===== src/rtl/slot_arb_pkg.sv =====
// Shared constants for the round-robin time-slot arbiter:
// FSM state encodings, slot counter width and default slot length.
package slot_arb_pkg;

  localparam logic [1:0] IDLE  = 2'b00;
  localparam logic [1:0] GRANT = 2'b01;
  localparam logic [1:0] GAP   = 2'b10;

  localparam int unsigned SLOT_CNT_W       = 4;
  localparam int unsigned SLOT_LEN_DEFAULT = 14;

endpackage


===== src/rtl/slot_arbiter_timer.sv =====
// Modulo-SLOT_LEN slot counter: counts cycles elapsed in the current grant,
// flags the final cycle of the slot.
module slot_timer
  import slot_arb_pkg::*;
#(
  parameter int unsigned SLOT_LEN = SLOT_LEN_DEFAULT
) (
  input  logic                  clk,
  input  logic                  reset_n,
  input  logic                  en,
  input  logic                  clr,
  output logic [SLOT_CNT_W-1:0] cnt,
  output logic                  last
);

  logic [SLOT_CNT_W-1:0] r_cnt;
  logic                  w_last;

  assign w_last = (r_cnt == SLOT_CNT_W'(SLOT_LEN - 1));

  always_ff @(posedge clk) begin
    if (!reset_n || clr) begin
      r_cnt <= '0;
    end else if (en) begin
      r_cnt <= w_last ? '0 : r_cnt + SLOT_CNT_W'(1);
    end
  end

  assign cnt  = r_cnt;
  assign last = w_last;

endmodule


===== src/rtl/slot_arbiter.sv =====
// Round-robin time-slot arbiter: one-hot registered grant held for at most
// SLOT_LEN cycles, early release on done/req drop, one idle cycle between grants.
module slot_arbiter
  import slot_arb_pkg::*;
#(
  parameter int unsigned N_REQ    = 4,
  parameter int unsigned SLOT_LEN = SLOT_LEN_DEFAULT
) (
  input  logic                  clk,
  input  logic                  reset_n,
  input  logic [N_REQ-1:0]      req,
  input  logic [N_REQ-1:0]      done,
  output logic [N_REQ-1:0]      gnt,
  output logic                  busy,
  output logic [SLOT_CNT_W-1:0] slot_cnt,
  output logic                  slot_end
);

  localparam int unsigned PTR_W = $clog2(N_REQ);

  logic [1:0]            r_state;
  logic [N_REQ-1:0]      r_gnt;
  logic                  r_busy;
  logic [PTR_W-1:0]      r_ptr;

  logic                  w_grant;
  logic                  w_release;
  logic                  w_last;
  logic                  w_slot_end;
  logic [SLOT_CNT_W-1:0] w_cnt;
  logic [PTR_W:0]        w_pick;
  logic                  w_found;
  logic [PTR_W-1:0]      w_win;
  logic [PTR_W-1:0]      w_ptr_next;

  // Two passes: indices at/above the pointer first, then wrap to the bottom.
  function automatic logic [PTR_W:0] rr_pick(input logic [N_REQ-1:0] r,
                                             input logic [PTR_W-1:0] p);
    logic [PTR_W:0] res;
    res = '0;
    for (int unsigned j = 0; j < N_REQ; j++) begin
      if (!res[PTR_W] && (j >= 32'(p)) && r[j]) res = {1'b1, PTR_W'(j)};
    end
    for (int unsigned j = 0; j < N_REQ; j++) begin
      if (!res[PTR_W] && r[j]) res = {1'b1, PTR_W'(j)};
    end
    return res;
  endfunction

  assign w_pick     = rr_pick(req, r_ptr);
  assign w_found    = w_pick[PTR_W];
  assign w_win      = w_pick[PTR_W-1:0];
  assign w_ptr_next = (w_win == PTR_W'(N_REQ - 1)) ? '0 : w_win + PTR_W'(1);

  assign w_grant    = (r_state == GRANT);
  assign w_slot_end = w_grant && w_last;
  assign w_release  = w_grant && (w_slot_end || (|(done & r_gnt)) || !(|(req & r_gnt)));

  slot_timer #(.SLOT_LEN(SLOT_LEN)) u_timer (
    .clk     (clk),
    .reset_n (reset_n),
    .en      (w_grant && !w_release),
    .clr     (!w_grant || w_release),
    .cnt     (w_cnt),
    .last    (w_last)
  );

  always_ff @(posedge clk) begin
    if (!reset_n) begin
      r_state <= IDLE;
      r_gnt   <= '0;
      r_busy  <= 1'b0;
      r_ptr   <= '0;
    end else begin
      case (r_state)
        IDLE, GAP: begin
          if (w_found) begin
            r_state <= GRANT;
            r_gnt   <= N_REQ'(1) << w_win;
            r_busy  <= 1'b1;
            r_ptr   <= w_ptr_next;
          end else begin
            r_state <= IDLE;
            r_gnt   <= '0;
            r_busy  <= 1'b0;
          end
        end
        GRANT: begin
          if (w_release) begin
            r_state <= GAP;
            r_gnt   <= '0;
            r_busy  <= 1'b0;
          end
        end
        default: begin
          r_state <= IDLE;
          r_gnt   <= '0;
          r_busy  <= 1'b0;
        end
      endcase
    end
  end

  assign gnt      = r_gnt;
  assign busy     = r_busy;
  assign slot_cnt = w_cnt;
  assign slot_end = w_slot_end;

  a_gnt_onehot0: assert property (@(posedge clk) disable iff (!reset_n) $onehot0(r_gnt));

endmodule


===== config.mk =====
export PLATFORM = sky130hd
export DESIGN_NAME = slot_arbiter
export DESIGN_NICKNAME = d
export VERILOG_FILES = /design/src/rtl/slot_arb_pkg.sv /design/src/rtl/slot_arbiter_timer.sv /design/src/rtl/slot_arbiter.sv
export SDC_FILE = /design/constraint.sdc
export NUM_CORES = 1
export LEC_CHECK = 0
export CORE_UTILIZATION = 46
export DETAILED_ROUTE_END_ITERATION = 8
export HOLD_SLACK_MARGIN = 0.08
export PLACE_DENSITY_LB_ADDON = 0.05
export REMOVE_ABC_BUFFERS = 1
export SLEW_MARGIN = 40
export SYNTH_ARGS = -nofsm -noshare
export SYNTH_HDL_FRONTEND = slang
export SYNTH_SLANG_ARGS = --single-unit
export TNS_END_PERCENT = 10

===== constraint.sdc =====
create_clock -name clk -period 2.1 [get_ports clk]
set_input_delay 0.42 -clock clk [delete_from_list [all_inputs] [get_ports clk]]
set_output_delay 0.42 -clock clk [all_outputs]
set_load 0.05 [all_outputs]

==> After elaboration in Yosys (flattened, before gate mapping) <==
Index checks and enable logic that the tools add are counted.
{ "word_totals": {"n_memories": 0, "mem_bits_ro": 0, "in_bits": 10, "latchBits": 0, "output_inout_bits": 10, "mem_bits_rw": 0, "regBits": 13, "wordCells": 70} }
{ "op_classes": {"n_reduce_logical": 33, "n_lt_le_gt_ge": 3, "n_shift": 1, "div_mod_pow": 0, "n_addsub": 2, "n_mux": 19, "eq_ne": 5, "mul": 0, "n_bitwise": 2} }
{ "ops": {"columns": ["cell", "count"], "rows": [
  ["$mux 3", 8],
  ["$logic_and 1x1->1", 13],
  ["$mux 4", 3],
  ["$logic_not 1->1", 11],
  ["$and 4x4->4", 2],
  ["$pmux 4 s2", 1],
  ["$reduce_or 4->1", 2],
  ["$add 4x1->4 const B", 1],
  ["$eq 2x2->1 const B", 2],
  ["$eq 4x4->1 const B", 1],
  ["$ge 1x2->1 const A", 2],
  ["$logic_or 1x1->1", 4],
  ["$mux 2", 2],
  ["$pmux 2 s2", 1],
  ["$shl 1x2->4 const A", 1],
  ["$mux 1", 3],
  ["$add 2x1->2 const B", 1],
  ["$eq 2x1->1 const B", 1],
  ["$ge 2x2->1 const A", 1],
  ["$logic_not 2->1", 1],
  ["$ne 2x1->1 const B", 1],
  ["$pmux 1 s2", 1],
  ["$reduce_and 2->1", 1],
  ["$reduce_or 2->1", 1]
]} }

==> Longest topological paths before layout <==
Gate-level depths: netlist of run 1.
{ "depth": {"word_depth": 29, "mapped_depth": 7, "ltp_nobuf": 7} }

==> Hierarchy <==
A second synthesis of run 1 with hierarchy kept.
{ "hier_totals": {"hier_cells": 75, "hier_area_um2": 678.2} }
{ "by_module_without_submodules": {"columns": ["mod", "seq_area_each_um2", "area_each_um2", "cells_each", "instances"], "rows": [
  ["slot_arbiter", 180.2, 500.5, 55, 1],
  ["slot_timer", 80.1, 177.7, 20, 1]
]} }

==> Least setup slack after synthesis of run 1 <==
No wires, ideal clock.
{ "synth_path": {"path_kind": "register to output", "from": "reg u_timer.r_cnt[0], in the netlist u_timer.cnt[0]", "to": "out slot_end", "path_buffers": 0, "path_stages_with_launch": 3, "setup_slack_ps": 122, "required_ps": 1680, "t_arrival_ps": 1558, "path_cell_list": "dfxtp_1 -> nand4b_1 -> nor2_1"} }
{ "synth_between": {"elab_chain_len": 2} }
{ "synth_lines": {"columns": ["element", "line_no", "text"], "rows": [
  ["start, declared", "slot_arbiter_timer.sv:16", "logic [SLOT_CNT_W-1:0] r_cnt;"],
  ["start signal, assigned", "slot_arbiter_timer.sv:25", "r_cnt <= w_last ? '0 : r_cnt + SLOT_CNT_W'(1);"],
  ["$eq 4x4->1", "slot_arbiter_timer.sv:19", "assign w_last = (r_cnt == SLOT_CNT_W'(SLOT_LEN - 1));"],
  ["$logic_and 1x1->1", "slot_arbiter.sv:56", "assign w_slot_end = w_grant && w_last;"],
  ["end, declared", "slot_arbiter.sv:16", "output logic slot_end"]
]} }
Every way passes these cells.

==> Final worst setup path of run 1 <==
{ "layout_path": {"from": "reg u_timer.r_cnt[0], in the netlist u_timer.cnt[0]", "to": "out slot_cnt[0]"} }
{ "layout_rtl": {"columns": ["element", "line_no", "text"], "rows": [
  ["end, declared", "slot_arbiter.sv:15", "output logic [SLOT_CNT_W-1:0] slot_cnt,"]
]} }
No word-level cell between the ends.

==> summary by stage, run 1 <==
Floorplanning
The number of top-level design ports is 20. The vertical die dimension is 38.3 µm. The full die area is 1470 µm². The die is 38.3 µm wide. The effective utilization at floorplan is 51.8%. The floorplan has 12 rows. In this run the standard cell core region covers 1170 µm².

Finish
0 antenna diodes ended up in the layout. The most common library cell in the layout ignoring fill and taps is clkdlybuf4s50_1. Leaving out filler cells and counting taps, the final layout contains 109. In the layout the commonest cells are clkdlybuf4s50_1 (18), dfxtp_1 (12), nand2_1 (7), nor2_1 (6). The net count of the finished layout is 111. The finished cells cover 865 µm². The share of cells above drive strength 1 is 9.47%. The area growth from synthesis to layout is 42.5%.

STA
The final critical path takes up 93.3% of the cycle. The total negative slack is 0 ns. The number of failing hold endpoints at the final stage came to 0. Clock skew on the completed layout was measured at 0.0108 ns. For the finished layout, the period the worst path requires is 1.96 ns.

Setup violations remaining at the end of the flow were counted as 0. The relative max-transition margin is 64.1%. Setup repair after global routing left no endpoint under its margin. The max-slew violation count is 0. Timing would allow up to 510 MHz.

At the pin with the least slew margin, the transition time is 0.535 ns. Hold timing on the final database bottoms out at a slack of 0.509 ns.

Power
The reported leakage power is 0.335 nW. The worst-case IR drop observed on VDD is 0.481 mV. In this run the power density over the cells is 657 nW/µm².

Synthesis
A synthesized cell averages 8.79 µm². The number of enable flip-flop cells after synthesis is 0. The Yosys step of the flow raised 0 warnings.

After synthesis, the netlist uses 26 different library cells. The number of instances in the synthesized netlist is 69. The dominant synthesized flop cell is dfxtp_1. The summed instance area of the synthesized netlist is 607 µm². The async set or reset register ratio after synthesis is 0%. In this run, synthesis produced a sequential element count of 12. The share of the Yosys chip area taken by registers is 39.6%.

Critical path
In this run the number of cells on the critical path is 1. In this design, the stage delay of the slowest critical-path cell is 0.85 ns. The setup path with the least slack is of type flip-flop to output pin. The maximum fanout encountered on the critical timing path is 7. STA classifies the critical path startpoint as a flip-flop. STA classifies the critical path endpoint as an output pin. The worst-case reg-to-reg path depth is 7. The slowest stage of the critical path belongs to the cell clkdlybuf4s50_1. The family of cells with the greatest summed delay on the critical path is buffers and inverters. The critical path buffer and inverter count is 1.

Walking the worst path, the cells encountered are clkdlybuf4s50_1. Data on the critical path is required at its endpoint by 1.68 ns. The critical path arrival is 1.54 ns.

Detailed routing
The total number of vias is 584. After detailed routing, the number of remaining DRC violations is 0. The detail route stage leaves a number of antenna-violating nets equal to 0. Summed over all layers, the routed wires come to 1.31 mm. The iteration count of the initial detailed-routing pass is 4.

Dividing the detail-routed via count by the number of cells gives 5.36. The detailed router finished its first iteration with 9 violations. After detailed routing, the average wire length per cell comes to 12.0 µm.

GRT
The number of global-route vias before repair came to 476. The aggregate global-route resource usage is 20.3%. The first global-routing pass estimated 2.01 mm of wire.

The total overflow reported by the global router is 0. The number of antenna violations at the first check in global routing is 0. The largest net degree at the start of global routing is 8.

CTS
After clock tree synthesis, the clock-pin slew on the worst setup and hold paths is 0.06 ns. CTS built an H-tree with a depth of 1. The maximum buffer depth of the clock tree is 2.

TritonCTS built the clock tree. The number of hold-repair buffers added at the cts stage is 0. Clock latency on the worst-skew pair, taken at its later pin, is 0.27 ns.

The quantity of gates resized following cts is 0. The number of clock sinks is 12. The total CTS buffers is 3. The clock root buffer is clkbuf_4. The number of setup buffers added after CTS is 0.

Min path
The tightest min-delay check is of the flip-flop to flip-flop type. The number of instances on the worst hold path is 1.

Flow run
The tool flagged a number of max-cap violations equal to 0.

Placement
The standard cell area after detailed placement is 842 µm². The count of buffers inserted at the top-level ports is 19. After legalization and detailed placement, the total HPWL measured 1.06 mm. The final weighted congestion of routability-driven global placement is 0.796. The cell count after placement is 106.

Status
The run finished with clean final reports.
## logic make-up after synthesis
kind of cell	Yosys count	synth area share [%]
AND/OR/NAND/NOR	26	21.9
AO/OA/AOI/OAI	23	27.8
flip-flops	12	39.6
buffers and inverters	4	2.47
adder cells (fa/ha/maj)	4	8.25
## state kept, by name, summed over array words and instances, names as in the netlist
signal,count
r_state,2
u_timer.cnt,4
gnt,4
r_ptr,2
## layer usage
metal | track usage (%) | wire length [µm] | share of wire (%)
met5 | 0 | 0 | 0
met1 | 26.2 | 629 | 48
met4 | 5.36 | 0 | 0
met2 | 30.5 | 599 | 46
met3 | 8.72 | 82 | 6.3
## synthesized netlist by cell type, drive strengths merged (2+ instances only)
| master | instances | area [µm²] |
|---|---|---|
| dfxtp | 12 | 240 |
| a22oi | 2 | 15.0 |
| a21oi | 5 | 25.0 |
| nor2 | 6 | 22.5 |
| nor2b | 3 | 18.8 |
| nand2 | 7 | 26.3 |
| inv | 4 | 15.0 |
| and3 | 2 | 12.5 |
| ha | 4 | 50.1 |
| a22o | 5 | 43.8 |
| o21ai | 3 | 15.0 |
| a211oi | 3 | 27.5 |
## where the power goes
| group | leakage (nW) | internal (W) | switching (W) |
|---|---|---|---|
| clock | 0.0138 | 0.0000661 | 0.0000669 |
| sequential | 0.0981 | 0.000246 | 0.0000200 |
| combinational | 0.223 | 0.0000760 | 0.0000924 |
| total | 0.335 | 0.000389 | 0.000179 |
## path summary, 6_finish.rpt
path / startpoint / end / slack [ns]
setup / recovery: u_timer.cnt[0]$_SDFFE_PP0P_ / slot_cnt[0] / 0.14
hold / removal: u_timer.cnt[0]$_SDFFE_PP0P_ / u_timer.cnt[0]$_SDFFE_PP0P_ / 0.51
setup reg to reg: r_ptr[1]$_SDFFE_PN0P_ / r_ptr[1]$_SDFFE_PN0P_ / 0.70
hold reg to reg: u_timer.cnt[0]$_SDFFE_PP0P_ / u_timer.cnt[0]$_SDFFE_PP0P_ / 0.51
## per-stage QoR
stage / power (W) / util, % / setup WS [ns]
after floorplan: 0.000371 / - / 0.122
after global placement: 0.000440 / 71.9 / 0.0587
after detailed placement: 0.000441 / 71.9 / 0.0632
after CTS: 0.000575 / 73.8 / 0.126
after global routing: 0.000601 / 73.8 / 0.0851
final: 0.000568 / 73.8 / 0.140
## cell type report
type	count	area [µm²]
Sequential cell	12	240
Inverter	4	15.0
Multi-Input combinational cell	53	352
Clock buffer	3	22.5
Fill cell	90	307
Timing Repair Buffer	23	218
Tap cell	14	17.5
(Power assumes the default switching activity.)
==> run 2: changes to the inputs <==
--- a/config.mk
+++ b/config.mk
@@ -5,7 +5,7 @@
 export SDC_FILE = /design/constraint.sdc
 export NUM_CORES = 1
 export LEC_CHECK = 0
-export CORE_UTILIZATION = 46
+export CORE_UTILIZATION = 45
 export DETAILED_ROUTE_END_ITERATION = 8
 export HOLD_SLACK_MARGIN = 0.08
 export PLACE_DENSITY_LB_ADDON = 0.05
==> run 2 against run 1 <==
  * Final area grew 2.5%
  * Highest routed layer is now met4
  * Critical path depth unchanged
  * Register-to-register slack worse by 0.06 ns
==> summary by stage, run 2 (synthesized netlist as in run 1, its figures left out) <==
Floorplanning
The full die area is 1500 µm² (+2.1%). The cell row count came to 12 (unchanged). The horizontal die dimension is 38.7 µm (+1.0%).

The placeable core region is 1190 µm² (+1.3%). The vertical die dimension is 38.7 µm (+1.0%). The effective utilization at floorplan is 51.2% (-0.66 points). The number of top-level design ports is 20 (unchanged).

Min path
In this run the most critical hold path is launched from u_timer.cnt[2]$_SDFFE_PP0P_. The min-delay analysis places its worst path in the category flip-flop to flip-flop.

STA
The actual transition at the worst max-transition pin is 0.540 ns (+0.00507 ns). Setup repair after global routing left no endpoint under its margin. The post-route clock period utilization is 93.2% (-0.11 points). The max-slew violation count is 0 (unchanged). The timing-limited maximum frequency is 511 MHz (+0.12%).

The maximum clock skew at final layout was 0.00122 ns (-0.00959 ns). The final setup violation count is 0 (unchanged). The total negative slack was 0 ns (unchanged). The number of failing hold endpoints at the final stage is 0 (unchanged). The relative max-transition margin came to 63.7% (-0.34 points). The post-route minimum period was 1.96 ns (-0.00233 ns).

GRT
The number of global-route vias before repair is 549 (+15%). The global-route wire length before repair is 2.24 mm (+12%). The aggregate global-route resource usage is 23.2% (+2.9 points).

The largest net degree at the start of global routing was 8 (unchanged). The number of antenna violations at the first check in global routing is 0 (unchanged). The total overflow reported by the global router was 0 (unchanged).

Power
The post-layout total power is 0.000624 W (+9.8%). The power density over cell area came to 704 nW/µm² (+7.2%). The worst vdd rail ir drop is 0.404 mV (-16%). The reported leakage power is 0.348 nW (+3.8%).

Detailed routing
The post-route antenna net violation count is 0 (unchanged). The number of DRC violations after detailed routing is 0 (unchanged). The routed length on met2 is 709 µm (+18%). The average wire per standard cell was 13.3 µm (+10%). The routed length on met3 is 65 µm (-21%).

The via density per instance is 5.61 (+4.8%). The aggregate routed wire length is 1.47 mm (+12%). The met1 layer wirelength in the final routing is 691 µm (+9.9%). The starting DRC count in detailed routing is 8 (-1). The iteration count of the initial detailed-routing pass was 4 (unchanged). After detailed routing, no signal wire sits above met4.

The total number of vias is 623 (+6.7%).

Placement
The final weighted congestion of routability-driven global placement is 0.810 (+1.8%). The count of buffers inserted at the top-level ports is 19 (unchanged). The cell count after placement came to 107 (+0.94%). The detailed-placement wirelength estimate is 1.13 mm (+6.0%).

Finish
In the layout the commonest cells are clkdlybuf4s50_1 (18), dfxtp_1 (12), nand2_1 (7), nor2_1 (6), buf_4 (6). The number of diodes is 0 (unchanged). The final standard cell count with taps included and fillers excluded is 111 (+1.8%). The most common library cell in the layout ignoring fill and taps is clkdlybuf4s50_1. The share of cells above drive strength 1 is 11.3% (+1.9 points).

The layout net count is 112 (+0.90%). The area growth from synthesis to layout is 46.0%. The count of filler cells inserted in the layout is 96 (+6.7%).

Critical path
The worst setup path is of the flip-flop to output pin kind. The slowest stage of the critical path belongs to the cell clkdlybuf4s50_1. The origin of the critical flop-to-flop path is r_ptr[0]$_SDFFE_PN0P_. The signal on the critical path passes through clkdlybuf4s50_1. The type of element capturing the critical path is an output pin. The kind of start point of the critical path is a flip-flop. The critical path buffer and inverter count is 1 (unchanged).

The maximum fanout encountered on the critical timing path is 7 (unchanged). The critical path arrival is 1.54 ns (about the same). Tracing the worst setup path back leads to its startpoint at u_timer.cnt[1]$_SDFFE_PP0P_. The data required time of the critical path is 1.68 ns (about the same). The family of cells with the greatest summed delay on the critical path is buffers and inverters.

The largest stage delay on the critical path is 0.84 ns (about the same).

CTS
The number of clock sinks is 12 (unchanged). The count of H-tree levels built during CTS is 1 (unchanged). The quantity of gates resized following cts was 0 (unchanged). The clock-pin transition on the worst setup and hold timing paths is 0.07 ns (about the same). The number of hold-repair buffers added at the cts stage is 0 (unchanged). The maximum buffer depth of the clock tree was 2 (unchanged). The later-pin clock latency in the skew report is 0.27 ns (about the same). The cell sitting at the root of the clock tree is a clkbuf_4. The total CTS buffers is 3 (unchanged). The number of setup buffers added after CTS is 0 (unchanged). TritonCTS built the clock tree.

Flow run
The number of max-cap violations is 0 (unchanged).

Status
The flow ran to the end, and the final reports show no timing, DRC or antenna violations.
[run 2: worst min-delay path, delay by kind of cell (launching register included)]
kind / cells / cell delay, ns
AND/OR/NAND/NOR: 1 / 0.08
flip-flops: 1 / 0.35
AO/OA/AOI/OAI: 1 / 0.05
[run 2: power by group]
group	internal, W	switching (W)
Combinational	0.0000774	0.0000968
Sequential	0.000246	0.0000205
Clock	0.000106	0.0000772
Total	0.000429	0.000194
[run 2: per-layer routing]
layer / vias up / track usage (%)
met2: 22 / 37.1
li1: 315 / -
met3: 2 / 8.67
met4: 0 / 12.9
met5: - / 0
met1: 284 / 26.1
[run 2: stage by stage]
step                      hold slack [ns]  utilization [%]  cell area, µm²  setup WS (ns)
after floorplan                     0.500                -             607          0.122
after global placement              0.500             71.6             850         0.0784
after detailed placement            0.510             71.6             850         0.0257
after CTS                           0.522             74.7             886          0.125
after global routing                0.568             74.7             886         0.0866
final                               0.525             74.7             886          0.142
[run 2: final timing paths]
path | end | slack (ns) | cells past startpoint
hold / removal | u_timer.cnt[2]$_SDFFE_PP0P_ | 0.53 | 2
hold reg to reg | u_timer.cnt[2]$_SDFFE_PP0P_ | 0.53 | 2
setup reg to reg | r_ptr[1]$_SDFFE_PN0P_ | 0.64 | 7
setup / recovery | slot_cnt[1] | 0.14 | 1
[run 2: layout make-up]
| class | count | area (µm²) | area share [%] |
|---|---|---|---|
| Clock buffer | 4 | 36.3 | 4.10 |
| Inverter | 4 | 15.0 | 1.69 |
| Timing Repair Buffer | 24 | 225 | 25.4 |
| Tap cell | 14 | 17.5 | 1.98 |
| Multi-Input combinational cell | 53 | 352 | 39.7 |
| Sequential cell | 12 | 240 | 27.1 |
